**src/rtl/mem_req_axi_bridge_if.sv**
```systemverilog
// ----------------------------------------------------------------------------
// mem_req_axi_bridge_if
// Bundles the cache request/return interface and the AXI4 master channels
// seen by mem_req_axi_bridge.
//   master : bridge side. It answers cache requests and drives the AXI master
//            signals.
//   slave  : environment side. It holds the cache requester plus the AXI
//            interconnect.
// Cache side : rd_req/rd_type/rd_addr/rd_rdy, ret_valid/ret_last/ret_data,
//              wr_req/wr_type/wr_addr/wr_wstrb/wr_data/wr_rdy
// AXI side   : AR, R, AW, W and B channels (id/lock/cache/prot not included)
// ----------------------------------------------------------------------------
interface mem_req_axi_bridge_if #(
  parameter int LINE_WORDS = 4
);
  logic                      rd_req;
  logic [2:0]                rd_type;
  logic [31:0]               rd_addr;
  logic                      rd_rdy;
  logic                      ret_valid;
  logic                      ret_last;
  logic [31:0]               ret_data;
  logic                      wr_req;
  logic [2:0]                wr_type;
  logic [31:0]               wr_addr;
  logic [3:0]                wr_wstrb;
  logic [32*LINE_WORDS-1:0]  wr_data;
  logic                      wr_rdy;
  logic [31:0]               araddr;
  logic [7:0]                arlen;
  logic [2:0]                arsize;
  logic [1:0]                arburst;
  logic                      arvalid;
  logic                      arready;
  logic [31:0]               rdata;
  logic [1:0]                rresp;
  logic                      rlast;
  logic                      rvalid;
  logic                      rready;
  logic [31:0]               awaddr;
  logic [7:0]                awlen;
  logic [2:0]                awsize;
  logic [1:0]                awburst;
  logic                      awvalid;
  logic                      awready;
  logic [31:0]               wdata;
  logic [3:0]                wstrb;
  logic                      wlast;
  logic                      wvalid;
  logic                      wready;
  logic [1:0]                bresp;
  logic                      bvalid;
  logic                      bready;

  modport master (
    input  rd_req, rd_type, rd_addr, wr_req, wr_type, wr_addr, wr_wstrb, wr_data,
    input  arready, rdata, rresp, rlast, rvalid, awready, wready, bresp, bvalid,
    output rd_rdy, ret_valid, ret_last, ret_data, wr_rdy,
    output araddr, arlen, arsize, arburst, arvalid, rready,
    output awaddr, awlen, awsize, awburst, awvalid,
    output wdata, wstrb, wlast, wvalid, bready
  );

  modport slave (
    output rd_req, rd_type, rd_addr, wr_req, wr_type, wr_addr, wr_wstrb, wr_data,
    output arready, rdata, rresp, rlast, rvalid, awready, wready, bresp, bvalid,
    input  rd_rdy, ret_valid, ret_last, ret_data, wr_rdy,
    input  araddr, arlen, arsize, arburst, arvalid, rready,
    input  awaddr, awlen, awsize, awburst, awvalid,
    input  wdata, wstrb, wlast, wvalid, bready
  );
endinterface

```
**src/rtl/mem_req_axi_bridge.sv**
```systemverilog
// ----------------------------------------------------------------------------
// mem_req_axi_bridge
// Turns cache read/write requests into AXI4 transactions. At most one read
// and one write are in flight at a time. Read beats are passed straight back
// as ret_valid/ret_data/ret_last. A read to a line that has a write in flight
// (or being accepted this cycle) is held off. This keeps read-after-write
// ordering intact.
// Ports:
//   clk  : core clock (rising edge)
//   rst  : synchronous active-high reset
//   bus  : mem_req_axi_bridge_if.master (cache request side + AXI master)
// ----------------------------------------------------------------------------
module mem_req_axi_bridge #(
  parameter int LINE_WORDS = 4
) (
  input  logic                 clk,
  input  logic                 rst,
  mem_req_axi_bridge_if.master bus
);
  localparam int CNT_W = (LINE_WORDS > 1) ? $clog2(LINE_WORDS) : 1;
  localparam logic [7:0] LINE_LEN = 8'(LINE_WORDS - 1);

  typedef enum logic [1:0] {R_IDLE = 2'd0, R_AR = 2'd1, R_DATA = 2'd2} rd_state_t;
  typedef enum logic [1:0] {W_IDLE = 2'd0, W_REQ = 2'd1, W_RESP = 2'd2} wr_state_t;

  function automatic logic is_line(input logic [2:0] t);
    return (t == 3'b100);
  endfunction

  function automatic logic [31:0] ax_addr(input logic [31:0] a, input logic [2:0] t);
    return is_line(t) ? {a[31:4], 4'b0000} : a;
  endfunction

  function automatic logic [7:0] ax_len(input logic [2:0] t);
    return is_line(t) ? LINE_LEN : 8'd0;
  endfunction

  function automatic logic [2:0] ax_size(input logic [2:0] t);
    return is_line(t) ? 3'b010 : {1'b0, t[1:0]};
  endfunction

  rd_state_t          rd_state_r, rd_next_s;
  logic [31:0]        rd_addr_r;
  logic [2:0]         rd_type_r;
  wr_state_t          wr_state_r, wr_next_s;
  logic [31:0]        wr_addr_r;
  logic [2:0]         wr_type_r;
  logic [3:0]         wr_wstrb_r;
  logic [31:0]        wr_buf_r [LINE_WORDS];
  logic [CNT_W-1:0]   wr_cnt_r;
  logic               aw_done_r;
  logic               w_done_r;

  logic rd_rdy_s, rd_accept_s, wr_idle_s, wr_accept_s, hazard_s;
  logic aw_fire_s, w_fire_s, cnt_at_last_s, w_last_fire_s;
  logic resp_unused_s;

  assign resp_unused_s = ^{bus.rresp, bus.bresp};

  // Read ordering: hold off a read that targets a line with a write pending or starting now.
  assign wr_idle_s   = (wr_state_r == W_IDLE);
  assign wr_accept_s = bus.wr_req && wr_idle_s;
  assign hazard_s    = (!wr_idle_s && (bus.rd_addr[31:4] == wr_addr_r[31:4])) ||
                       (wr_accept_s && (bus.rd_addr[31:4] == bus.wr_addr[31:4]));
  assign rd_rdy_s    = (rd_state_r == R_IDLE) && !hazard_s;
  assign rd_accept_s = bus.rd_req && rd_rdy_s;
  assign bus.rd_rdy  = rd_rdy_s;
  assign bus.wr_rdy  = wr_idle_s;

  assign bus.araddr   = ax_addr(rd_addr_r, rd_type_r);
  assign bus.arlen    = ax_len(rd_type_r);
  assign bus.arsize   = ax_size(rd_type_r);
  assign bus.arburst  = 2'b01;
  assign bus.ret_data = bus.rdata;

  assign bus.awaddr  = ax_addr(wr_addr_r, wr_type_r);
  assign bus.awlen   = ax_len(wr_type_r);
  assign bus.awsize  = ax_size(wr_type_r);
  assign bus.awburst = 2'b01;
  assign bus.wdata   = wr_buf_r[wr_cnt_r];
  assign bus.wstrb   = is_line(wr_type_r) ? 4'hf : wr_wstrb_r;

  assign cnt_at_last_s = ({{(8-CNT_W){1'b0}}, wr_cnt_r} == ax_len(wr_type_r));
  assign aw_fire_s     = (wr_state_r == W_REQ) && !aw_done_r && bus.awready;
  assign w_fire_s      = (wr_state_r == W_REQ) && !w_done_r && bus.wready;
  assign w_last_fire_s = w_fire_s && cnt_at_last_s;

  // Read FSM state and request capture.
  always_ff @(posedge clk) begin
    if (rst) begin
      rd_state_r <= R_IDLE;
      rd_addr_r  <= 32'h0000_0000;
      rd_type_r  <= 3'b000;
    end else begin
      rd_state_r <= rd_next_s;
      if (rd_accept_s) begin
        rd_addr_r <= bus.rd_addr;
        rd_type_r <= bus.rd_type;
      end
    end
  end

  // Read FSM next state and AR/R channel controls.
  always_comb begin
    rd_next_s     = rd_state_r;
    bus.arvalid   = 1'b0;
    bus.rready    = 1'b0;
    bus.ret_valid = 1'b0;
    bus.ret_last  = 1'b0;
    case (rd_state_r)
      R_IDLE: begin
        if (rd_accept_s) rd_next_s = R_AR;
        else             rd_next_s = R_IDLE;
      end
      R_AR: begin
        bus.arvalid = 1'b1;
        if (bus.arready) rd_next_s = R_DATA;
        else             rd_next_s = R_AR;
      end
      R_DATA: begin
        bus.rready    = 1'b1;
        bus.ret_valid = bus.rvalid;
        bus.ret_last  = bus.rlast;
        if (bus.rvalid && bus.rlast) rd_next_s = R_IDLE;
        else                         rd_next_s = R_DATA;
      end
      default: rd_next_s = R_IDLE;
    endcase
  end

  // Write FSM state, request capture, beat counter and handshake-done flags.
  always_ff @(posedge clk) begin
    if (rst) begin
      wr_state_r <= W_IDLE;
      wr_addr_r  <= 32'h0000_0000;
      wr_type_r  <= 3'b000;
      wr_wstrb_r <= 4'h0;
      wr_cnt_r   <= '0;
      aw_done_r  <= 1'b0;
      w_done_r   <= 1'b0;
      for (int i = 0; i < LINE_WORDS; i++) wr_buf_r[i] <= 32'h0000_0000;
    end else begin
      wr_state_r <= wr_next_s;
      if (wr_accept_s) begin
        wr_addr_r  <= bus.wr_addr;
        wr_type_r  <= bus.wr_type;
        wr_wstrb_r <= bus.wr_wstrb;
        wr_cnt_r   <= '0;
        aw_done_r  <= 1'b0;
        w_done_r   <= 1'b0;
        for (int i = 0; i < LINE_WORDS; i++) wr_buf_r[i] <= bus.wr_data[32*i +: 32];
      end else begin
        if (aw_fire_s) aw_done_r <= 1'b1;
        // Counter parks on the last beat so wdata never indexes past the buffer.
        if (w_fire_s) begin
          if (cnt_at_last_s) w_done_r <= 1'b1;
          else               wr_cnt_r <= wr_cnt_r + CNT_W'(1);
        end
      end
    end
  end

  // Write FSM next state and AW/W/B channel controls; AW and last W may finish in any order.
  always_comb begin
    wr_next_s   = wr_state_r;
    bus.awvalid = 1'b0;
    bus.wvalid  = 1'b0;
    bus.wlast   = 1'b0;
    bus.bready  = 1'b0;
    case (wr_state_r)
      W_IDLE: begin
        if (wr_accept_s) wr_next_s = W_REQ;
        else             wr_next_s = W_IDLE;
      end
      W_REQ: begin
        bus.awvalid = !aw_done_r;
        bus.wvalid  = !w_done_r;
        bus.wlast   = !w_done_r && cnt_at_last_s;
        if ((aw_done_r || aw_fire_s) && (w_done_r || w_last_fire_s)) wr_next_s = W_RESP;
        else                                                         wr_next_s = W_REQ;
      end
      W_RESP: begin
        bus.bready = 1'b1;
        if (bus.bvalid) wr_next_s = W_IDLE;
        else            wr_next_s = W_RESP;
      end
      default: wr_next_s = W_IDLE;
    endcase
  end
endmodule

```
**src/flat_wrapper.sv**
```systemverilog
// flat-port wrapper written by rule: the top's interface ports become plain ports
module mem_req_axi_bridge_flat 
#(
  parameter int LINE_WORDS = 4
)
  (clk, rst, bus_rd_req, bus_rd_type, bus_rd_addr, bus_wr_req, bus_wr_type, bus_wr_addr, bus_wr_wstrb, bus_wr_data, bus_arready, bus_rdata, bus_rresp, bus_rlast, bus_rvalid, bus_awready, bus_wready, bus_bresp, bus_bvalid, bus_rd_rdy, bus_ret_valid, bus_ret_last, bus_ret_data, bus_wr_rdy, bus_araddr, bus_arlen, bus_arsize, bus_arburst, bus_arvalid, bus_rready, bus_awaddr, bus_awlen, bus_awsize, bus_awburst, bus_awvalid, bus_wdata, bus_wstrb, bus_wlast, bus_wvalid, bus_bready);
  mem_req_axi_bridge_if #(.LINE_WORDS(LINE_WORDS)) bus_i ();
  input  logic clk;
  input  logic rst;
  input wire logic [$bits(bus_i.rd_req)-1:0] bus_rd_req;
  input wire logic [$bits(bus_i.rd_type)-1:0] bus_rd_type;
  input wire logic [$bits(bus_i.rd_addr)-1:0] bus_rd_addr;
  input wire logic [$bits(bus_i.wr_req)-1:0] bus_wr_req;
  input wire logic [$bits(bus_i.wr_type)-1:0] bus_wr_type;
  input wire logic [$bits(bus_i.wr_addr)-1:0] bus_wr_addr;
  input wire logic [$bits(bus_i.wr_wstrb)-1:0] bus_wr_wstrb;
  input wire logic [$bits(bus_i.wr_data)-1:0] bus_wr_data;
  input wire logic [$bits(bus_i.arready)-1:0] bus_arready;
  input wire logic [$bits(bus_i.rdata)-1:0] bus_rdata;
  input wire logic [$bits(bus_i.rresp)-1:0] bus_rresp;
  input wire logic [$bits(bus_i.rlast)-1:0] bus_rlast;
  input wire logic [$bits(bus_i.rvalid)-1:0] bus_rvalid;
  input wire logic [$bits(bus_i.awready)-1:0] bus_awready;
  input wire logic [$bits(bus_i.wready)-1:0] bus_wready;
  input wire logic [$bits(bus_i.bresp)-1:0] bus_bresp;
  input wire logic [$bits(bus_i.bvalid)-1:0] bus_bvalid;
  output wire logic [$bits(bus_i.rd_rdy)-1:0] bus_rd_rdy;
  output wire logic [$bits(bus_i.ret_valid)-1:0] bus_ret_valid;
  output wire logic [$bits(bus_i.ret_last)-1:0] bus_ret_last;
  output wire logic [$bits(bus_i.ret_data)-1:0] bus_ret_data;
  output wire logic [$bits(bus_i.wr_rdy)-1:0] bus_wr_rdy;
  output wire logic [$bits(bus_i.araddr)-1:0] bus_araddr;
  output wire logic [$bits(bus_i.arlen)-1:0] bus_arlen;
  output wire logic [$bits(bus_i.arsize)-1:0] bus_arsize;
  output wire logic [$bits(bus_i.arburst)-1:0] bus_arburst;
  output wire logic [$bits(bus_i.arvalid)-1:0] bus_arvalid;
  output wire logic [$bits(bus_i.rready)-1:0] bus_rready;
  output wire logic [$bits(bus_i.awaddr)-1:0] bus_awaddr;
  output wire logic [$bits(bus_i.awlen)-1:0] bus_awlen;
  output wire logic [$bits(bus_i.awsize)-1:0] bus_awsize;
  output wire logic [$bits(bus_i.awburst)-1:0] bus_awburst;
  output wire logic [$bits(bus_i.awvalid)-1:0] bus_awvalid;
  output wire logic [$bits(bus_i.wdata)-1:0] bus_wdata;
  output wire logic [$bits(bus_i.wstrb)-1:0] bus_wstrb;
  output wire logic [$bits(bus_i.wlast)-1:0] bus_wlast;
  output wire logic [$bits(bus_i.wvalid)-1:0] bus_wvalid;
  output wire logic [$bits(bus_i.bready)-1:0] bus_bready;
  assign bus_i.rd_req = bus_rd_req;
  assign bus_i.rd_type = bus_rd_type;
  assign bus_i.rd_addr = bus_rd_addr;
  assign bus_i.wr_req = bus_wr_req;
  assign bus_i.wr_type = bus_wr_type;
  assign bus_i.wr_addr = bus_wr_addr;
  assign bus_i.wr_wstrb = bus_wr_wstrb;
  assign bus_i.wr_data = bus_wr_data;
  assign bus_i.arready = bus_arready;
  assign bus_i.rdata = bus_rdata;
  assign bus_i.rresp = bus_rresp;
  assign bus_i.rlast = bus_rlast;
  assign bus_i.rvalid = bus_rvalid;
  assign bus_i.awready = bus_awready;
  assign bus_i.wready = bus_wready;
  assign bus_i.bresp = bus_bresp;
  assign bus_i.bvalid = bus_bvalid;
  assign bus_rd_rdy = bus_i.rd_rdy;
  assign bus_ret_valid = bus_i.ret_valid;
  assign bus_ret_last = bus_i.ret_last;
  assign bus_ret_data = bus_i.ret_data;
  assign bus_wr_rdy = bus_i.wr_rdy;
  assign bus_araddr = bus_i.araddr;
  assign bus_arlen = bus_i.arlen;
  assign bus_arsize = bus_i.arsize;
  assign bus_arburst = bus_i.arburst;
  assign bus_arvalid = bus_i.arvalid;
  assign bus_rready = bus_i.rready;
  assign bus_awaddr = bus_i.awaddr;
  assign bus_awlen = bus_i.awlen;
  assign bus_awsize = bus_i.awsize;
  assign bus_awburst = bus_i.awburst;
  assign bus_awvalid = bus_i.awvalid;
  assign bus_wdata = bus_i.wdata;
  assign bus_wstrb = bus_i.wstrb;
  assign bus_wlast = bus_i.wlast;
  assign bus_wvalid = bus_i.wvalid;
  assign bus_bready = bus_i.bready;
  mem_req_axi_bridge #(.LINE_WORDS(LINE_WORDS)) u_core (.clk(clk), .rst(rst), .bus(bus_i));
endmodule
```
**config.mk**
```make
export PLATFORM = sky130hd
export DESIGN_NAME = mem_req_axi_bridge_flat
export DESIGN_NICKNAME = d
export VERILOG_FILES = /design/src/rtl/mem_req_axi_bridge_if.sv /design/src/rtl/mem_req_axi_bridge.sv /design/src/flat_wrapper.sv
export SDC_FILE = /design/constraint.sdc
export NUM_CORES = 1
export LEC_CHECK = 0
export CAP_MARGIN = 20
export CORE_MARGIN = 10
export CORE_UTILIZATION = 47
export CTS_BUF_LIST = sky130_fd_sc_hd__clkbuf_16
export CTS_CLUSTER_DIAMETER = 60
export DETAILED_ROUTE_END_ITERATION = 6
export MAX_ROUTING_LAYER = met4
export PLACE_DENSITY_LB_ADDON = 0.25
export SLEW_MARGIN = 20
export SYNTH_ARGS = -nofsm -noshare
export SYNTH_HDL_FRONTEND = slang
export SYNTH_SLANG_ARGS = --single-unit
```
**constraint.sdc**
```tcl
create_clock -name clk -period 10 [get_ports clk]
set_input_delay 1 -clock clk [delete_from_list [all_inputs] [get_ports clk]]
set_output_delay 1 -clock clk [all_outputs]
set_load 0.01 [all_outputs]
```
### After elaboration in Yosys (flattened, before gate mapping)

Memory sizes are Yosys's and may differ from the RTL's. A register that Yosys moved wholly into a read port is not among the register bits.
Cells that the tools add are included.

| cells by class | value |
|---|---|
| add/subtract/negate cells | 1 |
| equal/unequal tests | 9 |
| muxes and demuxes | 34 |
| bitwise gates (word level) | 5 |
| reduce and logical (&&, ||, !) cells | 25 |

Operators with widths:

| cell | number |
|---|---|
| $mux 32 | 4 |
| $eq 28x28->1 | 2 |
| $mux 2 | 10 |
| $mux 1 | 15 |
| $logic_and 1x1->1 | 13 |
| $mux 4 | 3 |
| $pmux 2 s3 | 2 |
| $eq 2x8->1 | 1 |
| $eq 3x3->1 const B | 2 |
| $eq 2x1->1 const B | 2 |
| $eq 2x2->1 const B | 2 |
| $logic_not 1->1 | 4 |
| $logic_not 2->1 | 2 |
| $or 1x1->1 | 4 |
| $reduce_and 2->1 | 2 |
| $logic_or 1x1->1 | 3 |
| $add 2x1->2 const B | 1 |
| $reduce_or 2->1 | 1 |
| $not 1->1 | 1 |

| word-level totals | value |
|---|---|
| register bits after elaboration | 82 |
| bits in writable memories | 128 |
| memories kept | 1 |

Memories:

| memory | words | bits a word | rd ports | clocked after memory_dff | write ports | line | RTL |
|---|---|---|---|---|---|---|---|
| u_core.wr_buf_r | 4 | 32 | 1 | 1 | 4 | mem_req_axi_bridge.sv:49 | `logic [31:0] wr_buf_r [LINE_WORDS];` |

### Longest topological paths before layout

| logic depth | value |
|---|---|
| depth in word-level cells | 9 |
| depth in mapped cells | 9 |
| mapped depth without buffers | 6 |

### Least setup slack after synthesis

OpenSTA, ideal clock, no wires.

| timing path | value |
|---|---|
| path kind | input to register |
| start point | input port bus_wr_req |
| end point | memory u_core.wr_buf_r[0][0] (enable) |
| setup time | 0.514 ns |
| arrival time | 4.474 ns |
| data required time | 9.486 ns |
| setup slack | 5.012 ns |
| stages | 3 |
| path through | or3b_1 buf_2 nand2b_1 |

RTL lines:

| element | line | RTL |
|---|---|---|
| start, declared | flat_wrapper.sv:13 | `input wire logic [$bits(bus_i.wr_req)-1:0] bus_wr_req;` |
| end, declared | mem_req_axi_bridge.sv:49 |  |

### Final worst setup path

| timing path | value |
|---|---|
| start point | input port bus_rd_addr[12] |
| end point | output port bus_rd_rdy |

| on the way | value |
|---|---|
| cells in the longest elaborated chain, start to end | 5 |

RTL lines:

| element | line | RTL |
|---|---|---|
| start, declared | flat_wrapper.sv:12 | `input wire logic [$bits(bus_i.rd_addr)-1:0] bus_rd_addr;` |
| $eq 28x28->1 (on tied branches) | mem_req_axi_bridge.sv:63, mem_req_axi_bridge.sv:64 |  |
| $logic_and 1x1->1 (on tied branches) | mem_req_axi_bridge.sv:63, mem_req_axi_bridge.sv:64 |  |
| $logic_or 1x1->1 (*) | mem_req_axi_bridge.sv:63 | `assign hazard_s = (!wr_idle_s && (bus.rd_addr[31:4] == wr_addr_r[31:4])) \|\|` |
| $logic_not 1->1 (*) | mem_req_axi_bridge.sv:65 | `assign rd_rdy_s = (rd_state_r == R_IDLE) && !hazard_s;` |
| $logic_and 1x1->1 (*) | mem_req_axi_bridge.sv:65 |  |
| end, declared | flat_wrapper.sv:27 | `output wire logic [$bits(bus_i.rd_rdy)-1:0] bus_rd_rdy;` |

Mark *: on every way between the ends. The rest lies on a longest branch, timed or not.

==> results.cfg <==
[detailed_routing]
drcViolationCount = 0
drtIter0Drc = 446
firstDrtPassIters = 4
wl_um = 29100
dr_wl_met2_um = 14100
via_count = 6866
highest_layer = met4
avgRoutedWirePerCell_um = 20.5
wl_met3_um = 2640
vias_per_cell = 4.84
route.layer.met1.wl_um = 11600
ant_nets = 0

[synthesis]
synth-simple-area-share_pct = 18.5
yosysSeqAreaShare_pct = 53.4
synth_compound_area_share_pct = 2.70
syn_avg_cell_area_um2 = 11.6
ys_seq_elements = 212
async_reset_ff_share_pct = 0
synth_top_area_share_pct = 37.2
synthXorXnorAreaFrac_pct = 4.83
synth_cell_type_count = 34
synth_top_family_by_area = simple AND/OR/NAND/NOR gates
yosysWarningCount = 0
muxShareOfSynthArea_pct = 10.5
ys_top_cells_by_area = edfxtp_1, dfxtp_1, and2_1
syn_area_um2 = 10300
ys.flop_type = edfxtp_1
synth_edf_count = 128
synth_top_area_cell = edfxtp_1
syn-instance-count = 892
synthAdderAreaFrac_pct = 0

[critical_path]
cp_num_buf_inv = 2
ff2ff_setup_slack_ns = 6.71
startpoint_type = input port
cp_slowest_stage_delay_ns = 0.57
crit_family = buffers and inverters
end_kind = output port
cp.arrival_ns = 3.39
r2r_cells = 4
cpMostUsedCell = clkdlybuf4s50_1
cp_max_fo = 3
cp_cell_sequence = clkdlybuf4s50_1, xor2_1, nor4_1, nand4_1, o22ai_2, nor3_1, clkdlybuf4s50_1
rr_startpoint = u_core.wr_state_r[1]
r2r_end = u_core.wr_buf_r[0][17]
path_class = in -> out
cpMaxStageDelayCell = nor4_1
cp.required_ns = 9.00

[clock_network]
htreeDepth = 1
cts_tree = done
clk-insertion-delay-late_ns = 0.51
cts_hold_buf = 0
cts_root_buf = clkbuf_16
cts_made_buffers = 24
post_cts_resized = 0
clkTransAtPathRegs_ns = 0.06
cts_post_setup_buffers_inserted = 0
cts_buffer_depth = 3
clock_sinks = 212

[finish]
layout_common_cells = clkdlybuf4s50_1, and2_1, edfxtp_1, dfxtp_1, nand2_1
area_growth_pct = 33.8
final_common_cell = clkdlybuf4s50_1
finish.net_count = 1363
utilization_pct = 63.6
nFillCells = 1710
fin_cells = 1418
drive_gt1_share_pct = 7.78

[global_route]
antenna_found_initial = 5
grt_use_total_pct = 19.9
grt_pass1_wl_um = 42800
grt_max_degree = 129
overflow = 0
grt_pass1_vias = 7061

[timing]
fin_crit_sh_pct = 43.9
whs_ns = 0.450
slew_headroom_pct = 27.1
timing.setup.tns_ns = 0
setup_viol = 0
hold_violations = 0
min_period_ns = 4.39
tightest_slew_ns = 1.09
layout_setup_ws_ns = 5.61
rsz0062_at_grt = no
fmax_ghz = 0.228
slew_violations = 0
clock_skew_ns = 0.00795

[worst_hold_path]
worstHoldEndpoint = u_core.wr_wstrb_r[2]
hp-class = reg -> reg
holdPathStages = 2
min_from = u_core.wr_wstrb_r[2]

[floorplanning]
start_util_pct = 47.5
dieArea_um2 = 28300
die_h_um = 168
dieWidth_um = 168
top_level_ports = 416
rows = 54
core-area_um2 = 21800

[power]
peakVddDrop_mv = 0.122
power-per-cell-area_nw_per_um2 = 157
p_leak_uw = 0.00525

[placed_design]
post-place-ws_ns = 5.55
dpl.hpwl_um = 21400
dp_cells = 1369
port_buffers = 329
routabilityCongestion = 0.814

[job]
drv_cap = 0

[run_status]
status = finished, final reports clean
[cell usage after synthesis (5+ instances only)]
library cell,count
and2_1,132
dfxtp_1,84
a21oi_1,43
or2_2,5
nand2_1,80
nor2b_1,13
edfxtp_1,128
clkbuf_1,40
nor2_1,14
nor4_1,12
nand2b_1,72
mux4_2,32
nor3_1,5
xor2_1,57
mux2i_1,36
buf_4,108
[logic make-up (layout without fill, tap and decap cells)]
logic type / after synthesis / count (layout)
AOI/OAI and AO/OA: 51 / 51
xor gates and xnor gates: 57 / 57
buffers and inverters: 159 / 382
DFF: 212 / 212
muxes: 68 / 68
other: 2 / 25
and+or+nand+nor: 343 / 343
[worst max path at each step]
stage,slack (ns),end,startpoint,cells past startpoint
floorplan,5.01,u_core.wr_buf_r[0][0],bus_wr_req,3
global placement,5.55,u_core.wr_buf_r[0][24],bus_wr_req,5
detailed placement,5.55,u_core.wr_buf_r[1][19],bus_wr_req,5
CTS,5.60,bus_rd_rdy,bus_wr_req,7
global route,5.52,bus_rd_rdy,bus_wr_req,7
finish,5.61,bus_rd_rdy,bus_rd_addr[12],7
[layout make-up]
class / count / area (um^2) / share of cell area, %
clock inverters: 18 / 118 / 0.850
clock buffers: 24 / 601 / 4.34
well taps: 280 / 350 / 2.53
repair buffers: 338 / 3360 / 24.2
flip-flops and latches: 212 / 5530 / 39.9
multi-input cells: 537 / 3860 / 27.9
diodes: 7 / 17.5 / 0.127
inverters: 2 / 7.51 / 0.0542
[stage by stage]
stage          power, uW  instance area (um^2)
6_report            2180                 13800
5_1_grt             2260                 13800
4_1_cts             2200                 13800
3_5_place_dp        1390                 13100
3_3_place_gp        1380                 13100
2_1_floorplan       1230                 10400
[sequential cells by signal, indices dropped and copies added (netlist names), named ones only]
signal,flops
u_core.wr_cnt_r,2
u_core.rd_state_r,2
u_core.wr_state_r,2
u_core.wr_wstrb_r,4
u_core.wr_addr_r,32
u_core.rd_type_r,3
u_core.wr_buf_r,128
u_core.rd_addr_r,32
u_core.wr_type_r,3
u_core.aw_done_r,1
u_core.w_done_r,1
[tightest hold or removal path, stage by stage, from the launching register on]
cell     delay (ns)
dfxtp_1        0.30
nand2_1        0.05
a21oi_1        0.05
[power by group]
part | total [uW] | switching [uW] | internal (uW)
Combinational | 342 | 147 | 195
Sequential | 1020 | 25.6 | 998
Clock | 810 | 350 | 461
Total | 2180 | 522 | 1650
[per-layer routing]
metal  up-vias  GRT usage (%)
li1       3348              -
met1      3197           22.6
met2       266           31.9
met3        55           7.54
met4         0           6.78
met5         -              -
Note: power is estimated with default switching activity, not from simulation.
